[src/rtl/instr_fetch.sv]
// instr_fetch
//   Instruction fetch stage. Holds the program counter, issues one word
//   request at a time to instruction memory, registers the returned word and
//   presents it to decode until decode accepts it. Decode may redirect the PC
//   on acceptance (taken branch/jump); a flush redirects from any state.
//
// Ports
//   clk, reset       : clock, asynchronous active-high reset
//   imem_req         : one-cycle request pulse (only in ISSUE)
//   imem_addr        : request word address, always equal to pc
//   imem_rvalid      : memory response valid
//   imem_rdata       : memory response word
//   instr            : held instruction (NOP_INSTR when not valid)
//   instr_valid      : instr is valid for decode
//   instr_ready      : decode accepts instr this cycle
//   pcsrc, pctarget  : redirect request, sampled only on handshake
//   flush, flush_pc  : trap redirect, highest priority
//   pc, pcplus4      : current/pending instruction address and pc + 4
//   instr_misalign   : one-cycle pulse when a loaded target was misaligned
//   retire_count     : wrapping count of handshakes

module instr_fetch #(
  parameter logic [31:0] RESET_PC  = 32'h0000_0000,
  parameter logic [31:0] NOP_INSTR = 32'h0000_0013
) (
  input  logic        clk,
  input  logic        reset,
  output logic        imem_req,
  output logic [31:0] imem_addr,
  input  logic        imem_rvalid,
  input  logic [31:0] imem_rdata,
  output logic [31:0] instr,
  output logic        instr_valid,
  input  logic        instr_ready,
  input  logic        pcsrc,
  input  logic [31:0] pctarget,
  input  logic        flush,
  input  logic [31:0] flush_pc,
  output logic [31:0] pc,
  output logic [31:0] pcplus4,
  output logic        instr_misalign,
  output logic [31:0] retire_count
);

  typedef enum logic [1:0] {
    ISSUE,
    WAIT,
    HOLD,
    DROP
  } state_t;

  state_t      state;
  state_t      state_nxt;
  logic [31:0] pc_nxt;
  logic [31:0] instr_nxt;
  logic        valid_nxt;
  logic        misalign_nxt;
  logic [31:0] rc_nxt;

  assign pcplus4   = pc + 32'd4;
  assign imem_addr = pc;

  // A flush in ISSUE suppresses that cycle's request so that the redirected
  // PC is the one actually fetched and no orphan response is left in flight.
  assign imem_req = (state == ISSUE) && !reset && !flush;

  // State register and all datapath registers.
  always_ff @(posedge clk or posedge reset) begin
    if (reset) begin
      state          <= ISSUE;
      pc             <= RESET_PC;
      instr          <= NOP_INSTR;
      instr_valid    <= 1'b0;
      instr_misalign <= 1'b0;
      retire_count   <= 32'd0;
    end else begin
      state          <= state_nxt;
      pc             <= pc_nxt;
      instr          <= instr_nxt;
      instr_valid    <= valid_nxt;
      instr_misalign <= misalign_nxt;
      retire_count   <= rc_nxt;
    end
  end

  // Next-state and next-value logic. Flush wins over everything; a flush
  // while a response is still owed moves to DROP so that response is eaten.
  always_comb begin
    state_nxt    = state;
    pc_nxt       = pc;
    instr_nxt    = instr;
    valid_nxt    = instr_valid;
    misalign_nxt = 1'b0;
    rc_nxt       = retire_count;

    if (flush) begin
      pc_nxt       = {flush_pc[31:2], 2'b00};
      misalign_nxt = |flush_pc[1:0];
      valid_nxt    = 1'b0;
      instr_nxt    = NOP_INSTR;
      case (state)
        WAIT:    state_nxt = imem_rvalid ? ISSUE : DROP;
        DROP:    state_nxt = imem_rvalid ? ISSUE : DROP;
        default: state_nxt = ISSUE;
      endcase
    end else begin
      case (state)
        ISSUE: begin
          state_nxt = WAIT;
        end
        WAIT: begin
          if (imem_rvalid) begin
            instr_nxt = imem_rdata;
            valid_nxt = 1'b1;
            state_nxt = HOLD;
          end
        end
        HOLD: begin
          if (instr_ready) begin
            if (pcsrc) begin
              pc_nxt       = {pctarget[31:2], 2'b00};
              misalign_nxt = |pctarget[1:0];
            end else begin
              pc_nxt = pcplus4;
            end
            valid_nxt = 1'b0;
            instr_nxt = NOP_INSTR;
            rc_nxt    = retire_count + 32'd1;
            state_nxt = ISSUE;
          end
        end
        DROP: begin
          if (imem_rvalid) begin
            state_nxt = ISSUE;
          end
        end
        default: begin
          state_nxt = ISSUE;
        end
      endcase
    end
  end

endmodule
[config.mk]
export PLATFORM = sky130hd
export DESIGN_NAME = instr_fetch
export DESIGN_NICKNAME = d
export VERILOG_FILES = /design/src/rtl/instr_fetch.sv
export SDC_FILE = /design/constraint.sdc
export NUM_CORES = 1
export LEC_CHECK = 0
export CAP_MARGIN = 10
export CORE_ASPECT_RATIO = 0.9
export CORE_MARGIN = 2
export CORE_UTILIZATION = 41
export DETAILED_ROUTE_END_ITERATION = 8
export PLACE_DENSITY = 0.86
export SLEW_MARGIN = 20
export SYNTH_ARGS = -nofsm -noshare
export SYNTH_HDL_FRONTEND = slang
export SYNTH_SLANG_ARGS = --single-unit
[constraint.sdc]
create_clock -name clk -period 4.6 [get_ports clk]
set_input_delay 0.92 -clock clk [delete_from_list [all_inputs] [get_ports clk]]
set_output_delay 0.92 -clock clk [all_outputs]
set_load 0.02 [all_outputs]
==> impl_results.html <==
<table>
<tr><th>Metric</th><th>Value</th></tr>
<tr><th colspan="2">Die</th></tr>
<tr><td>Width of the chip</td><td>124.3 um</td></tr>
<tr><td>Die Footprint</td><td>0.01396 sq mm</td></tr>
<tr><td>Core Area</td><td>0.01269 sq mm</td></tr>
<tr><td>Vertical die dimension</td><td>112.3 um</td></tr>
<tr><td>IO Count</td><td>265</td></tr>
<tr><td>Initial Utilization</td><td>42.10%</td></tr>
<tr><td>Total number of placement rows</td><td>39</td></tr>
<tr><th colspan="2">CTS</th></tr>
<tr><td>Total number of clock tree sinks</td><td>98</td></tr>
<tr><td>Maximum clock insertion buffer count</td><td>2</td></tr>
<tr><td>Post-CTS Repair Setup Buffers</td><td>0</td></tr>
<tr><td>TritonCTS clock tree</td><td>yes</td></tr>
<tr><td>Number of cells upsized or downsized after cts</td><td>0</td></tr>
<tr><td>Clock-pin transition on the worst setup and hold timing paths</td><td>0.06 ns</td></tr>
<tr><td>Source-to-sink clock delay at the later pin of the worst-skew pair</td><td>0.35 ns</td></tr>
<tr><td>Number of hold buffers added after cts</td><td>0</td></tr>
<tr><td>Cell at the root of the clock tree</td><td>sky130_fd_sc_hd__clkbuf_16</td></tr>
<tr><td>Total CTS buffers</td><td>9</td></tr>
<tr><td>Deepest level of the CTS H-tree</td><td>3</td></tr>
<tr><th colspan="2">GRT</th></tr>
<tr><td>Wire length of the first global-routing pass</td><td>28390 um</td></tr>
<tr><td>GRT Overall Usage</td><td>25.61%</td></tr>
<tr><td>Total grt overflow</td><td>0</td></tr>
<tr><td>Maximum number of pins on one net before global-route repair</td><td>49</td></tr>
<tr><td>Number of antenna violations at the first check in global routing</td><td>0</td></tr>
<tr><td>Number of global-route vias before repair</td><td>5067</td></tr>
<tr><th colspan="2">Logic synthesis</th></tr>
<tr><td>Post-synth EDFFs</td><td>0</td></tr>
<tr><td>Simple logic cell fraction of the synthesized area</td><td>19.16%</td></tr>
<tr><td>Post-synthesis sequential area ratio</td><td>45.98%</td></tr>
<tr><td>Yosys warning total</td><td>0</td></tr>
<tr><td>Post-synthesis compound-gate area fraction</td><td>15.53%</td></tr>
<tr><td>Share of flip-flops with an asynchronous set or reset</td><td>100.0%</td></tr>
<tr><td>Cell count after synthesis</td><td>557</td></tr>
<tr><td>Mapped cell area</td><td>0.005341 sq mm</td></tr>
<tr><td>Avg Cell Area, Syn</td><td>9.590 sq um</td></tr>
<tr><td>Post-synthesis mux area share</td><td>0.3982%</td></tr>
<tr><td>Adder-Cell Fraction of Synth Area</td><td>0.4685%</td></tr>
<tr><td>Xor and xnor fraction of the mapped netlist area</td><td>9.674%</td></tr>
<tr><td>Count of different cell masters after synthesis</td><td>54</td></tr>
<tr><td>Commonest register cell after synthesis</td><td>sky130_fd_sc_hd__dfrtp_1</td></tr>
<tr><td>Largest family of logic cells by synthesized area</td><td>simple AND/OR/NAND/NOR gates</td></tr>
<tr><td>Number of synthesized register bits</td><td>98</td></tr>
<tr><th colspan="2">Run</th></tr>
<tr><td>Max-Cap Viols</td><td>0</td></tr>
<tr><th colspan="2">STA</th></tr>
<tr><td>Count of pins over their slew limit</td><td>0</td></tr>
<tr><td>Transition time at the pin with the least slew margin</td><td>0.9484 ns</td></tr>
<tr><td>Minimum period implied by the final worst setup slack</td><td>3.648 ns</td></tr>
<tr><td>Slew headroom</td><td>36.54%</td></tr>
<tr><td>Setup violators final</td><td>0</td></tr>
<tr><td>Number of hold-slack violations in the final timing report</td><td>0</td></tr>
<tr><td>Maximum frequency from static timing analysis</td><td>0.2742 GHz</td></tr>
<tr><td>Final worst setup slack</td><td>0.9525 ns</td></tr>
<tr><td>RSZ-0062 raised after global routing</td><td>false</td></tr>
<tr><td>Sum of negative setup slack</td><td>0 ns</td></tr>
<tr><td>Period utilization</td><td>79.29%</td></tr>
<tr><td>Clock skew after layout</td><td>0.008749 ns</td></tr>
<tr><th colspan="2">Final layout</th></tr>
<tr><td>Synth-to-Final Area Change</td><td>50.93%</td></tr>
<tr><td>Layout Cell Area excl Fill</td><td>0.008061 sq mm</td></tr>
<tr><td>Ant. Diodes</td><td>0</td></tr>
<tr><td>Ratio of cells with drive above 1 in the final layout</td><td>4.922%</td></tr>
<tr><td>Layout Nets</td><td>871</td></tr>
<tr><td>Layout Cells excl Fill</td><td>936</td></tr>
<tr><th colspan="2">Placed design</th></tr>
<tr><td>Placed cell count</td><td>920</td></tr>
<tr><td># port buffers</td><td>258</td></tr>
<tr><td>Total cell area at the placement stage</td><td>0.007775 sq mm</td></tr>
<tr><td>GPL Wtd Cong</td><td>0.8946</td></tr>
<tr><td>Post-detailed-placement half-perimeter wirelength</td><td>13540 um</td></tr>
<tr><td>Post-placement setup slack</td><td>1.277 ns</td></tr>
<tr><th colspan="2">Routing</th></tr>
<tr><td>TritonRoute pass-1 iters</td><td>5</td></tr>
<tr><td>Post-route ant nets</td><td>0</td></tr>
<tr><td>Average wire per standard cell</td><td>19.51 um</td></tr>
<tr><td>Via-per-instance ratio</td><td>5.580</td></tr>
<tr><td>Number of violations reported at the end of detailed-routing iteration 0</td><td>417</td></tr>
<tr><td>Via count</td><td>5223</td></tr>
<tr><td>Routed Wire Length</td><td>18260 um</td></tr>
<tr><td>DRC errors left</td><td>0</td></tr>
<tr><th colspan="2">Setup path</th></tr>
<tr><td>Kind of launch point of the worst setup path</td><td>flop</td></tr>
<tr><td>Signal arrival time at the worst endpoint</td><td>2.73 ns</td></tr>
<tr><td>Worst-path maximum fanout</td><td>8</td></tr>
<tr><td>Setup Crit Path Kind</td><td>reg -&gt; out</td></tr>
<tr><td>Required @ worst endpoint</td><td>3.68 ns</td></tr>
<tr><td>Critical Path Sink Type</td><td>output pin</td></tr>
<tr><th colspan="2">Power</th></tr>
<tr><td>Overall power</td><td>2.734 mW</td></tr>
<tr><td>Maximum ir drop on the vdd rail</td><td>0.2261 mV</td></tr>
<tr><td>Power per cell area</td><td>339.2 mW/mm^2</td></tr>
<tr><td>Leakage power of the design</td><td>3.385 nW</td></tr>
<tr><th colspan="2">Status</th></tr>
<tr><td>Result of the run</td><td>finished, final reports clean</td></tr>
<tr><th colspan="2">Hold path</th></tr>
<tr><td>Worst hold-check path type</td><td>reg -&gt; reg</td></tr>
</table>
[final cells by class]
cell class | count | area [sq um]
multi-input cells | 383 | 2449
clock buffers | 10 | 229.0
well taps | 164 | 205.2
clock inverters | 6 | 57.56
flip-flops and latches | 98 | 2456
repair buffers | 265 | 2625
fillers | 1012 | 4626
inverters | 10 | 40.04
[stage by stage]
stage               hold WS, ns  utilization (%)
floorplan                0.5656                -
global placement         0.4607            61.28
detailed placement       0.4788            61.28
CTS                      0.4957            63.54
global route             0.5153            63.54
finish                   0.4922            63.54
[placed cells by master, fill, tap and decap left out, types with 19 or more instances in the layout]
master and instances:
sky130_fd_sc_hd__clkdlybuf4s50_1 256, sky130_fd_sc_hd__dfrtp_1 95, sky130_fd_sc_hd__nand2_1 51, sky130_fd_sc_hd__xnor2_1 40, sky130_fd_sc_hd__nand3_1 34, sky130_fd_sc_hd__a22o_1 30, sky130_fd_sc_hd__o21ai_0 29, sky130_fd_sc_hd__a21oi_1 28
sky130_fd_sc_hd__nor2_1 27, sky130_fd_sc_hd__xor2_1 19
[cell families (layout without fill, tap and decap cells)]
family / count (synthesis) / count (layout)
adders and majority gates: 2 / 2
other: 1 / 6
buffers and inverters: 81 / 291
muxes: 2 / 2
xor gates and xnor gates: 59 / 59
and+or+nand+nor: 194 / 194
AOI/OAI and AO/OA: 120 / 120
DFF: 98 / 98
[critical path: stages, from the launching register on]
cell	delay [ns]
sky130_fd_sc_hd__dfrtp_1	0.50
sky130_fd_sc_hd__and4_1	0.40
sky130_fd_sc_hd__and4_1	0.41
sky130_fd_sc_hd__and3_1	0.28
sky130_fd_sc_hd__xor2_1	0.16
sky130_fd_sc_hd__clkdlybuf4s50_1	0.63
[sequential cells by signal, indices dropped and copies added (netlist names)]
| register | flops |
|---|---|
| instr | 32 |
| imem_addr | 30 |
| retire_count | 32 |
| instr_valid | 1 |
| state | 2 |
| instr_misalign | 1 |
[path summary, 6_finish.rpt]
check | startpoint | to | slack [ns] | cells after the start
worst max-delay path | imem_addr[6]$_DFFE_PP0P_ | pcplus4[27] | 0.95 | 5
worst max register to register | state[0]$_DFFE_PP0P_ | imem_addr[27]$_DFFE_PP0P_ | 2.21 | 3
min in group asynchronous | reset | imem_addr[8]$_DFFE_PP0P_ | 0.82 | 2
max in group asynchronous | reset | instr[22]$_DFFE_PP0P_ | 3.00 | 3
worst min register to register | retire_count[31]$_DFFE_PP0P_ | retire_count[31]$_DFFE_PP0P_ | 0.49 | 1
worst min-delay path | retire_count[31]$_DFFE_PP0P_ | retire_count[31]$_DFFE_PP0P_ | 0.49 | 1
[synthesized netlist by cell type, types with 6 or more instances]
cell type | number | area [sq um]
sky130_fd_sc_hd__nand4_1 | 17 | 106.4
sky130_fd_sc_hd__nand2_1 | 51 | 191.4
sky130_fd_sc_hd__dfrtp_1 | 95 | 2377
sky130_fd_sc_hd__buf_4 | 39 | 292.8
sky130_fd_sc_hd__xor2_1 | 19 | 166.4
sky130_fd_sc_hd__o21ai_0 | 29 | 145.1
sky130_fd_sc_hd__and4_1 | 11 | 96.34
sky130_fd_sc_hd__a221o_1 | 10 | 100.1
sky130_fd_sc_hd__inv_1 | 10 | 37.54
sky130_fd_sc_hd__and3_1 | 13 | 81.33
sky130_fd_sc_hd__a22o_1 | 30 | 262.8
sky130_fd_sc_hd__clkbuf_1 | 22 | 82.58
sky130_fd_sc_hd__buf_2 | 6 | 30.03
sky130_fd_sc_hd__nand3_1 | 34 | 170.2
sky130_fd_sc_hd__xnor2_1 | 40 | 350.3
sky130_fd_sc_hd__a21oi_1 | 28 | 140.1
sky130_fd_sc_hd__nor2_1 | 27 | 101.4
sky130_fd_sc_hd__nor3_1 | 12 | 60.06
[routing by layer]
layer	track usage [%]	routed length (um)	up-vias
met5	0	0	-
met4	7.640	408	0
met3	7.197	1294	37
met2	42.40	9114	259
met1	32.97	7445	2564
li1	-	-	2363
[where the power goes]
group	switching, mW	internal (mW)	total, mW
Sequential	0.126	0.947	1.07
Clock	0.324	0.418	0.742
Combinational	0.470	0.449	0.920
Total	0.920	1.81	2.73
No activity file was read; power rests on OpenSTA's default activity.
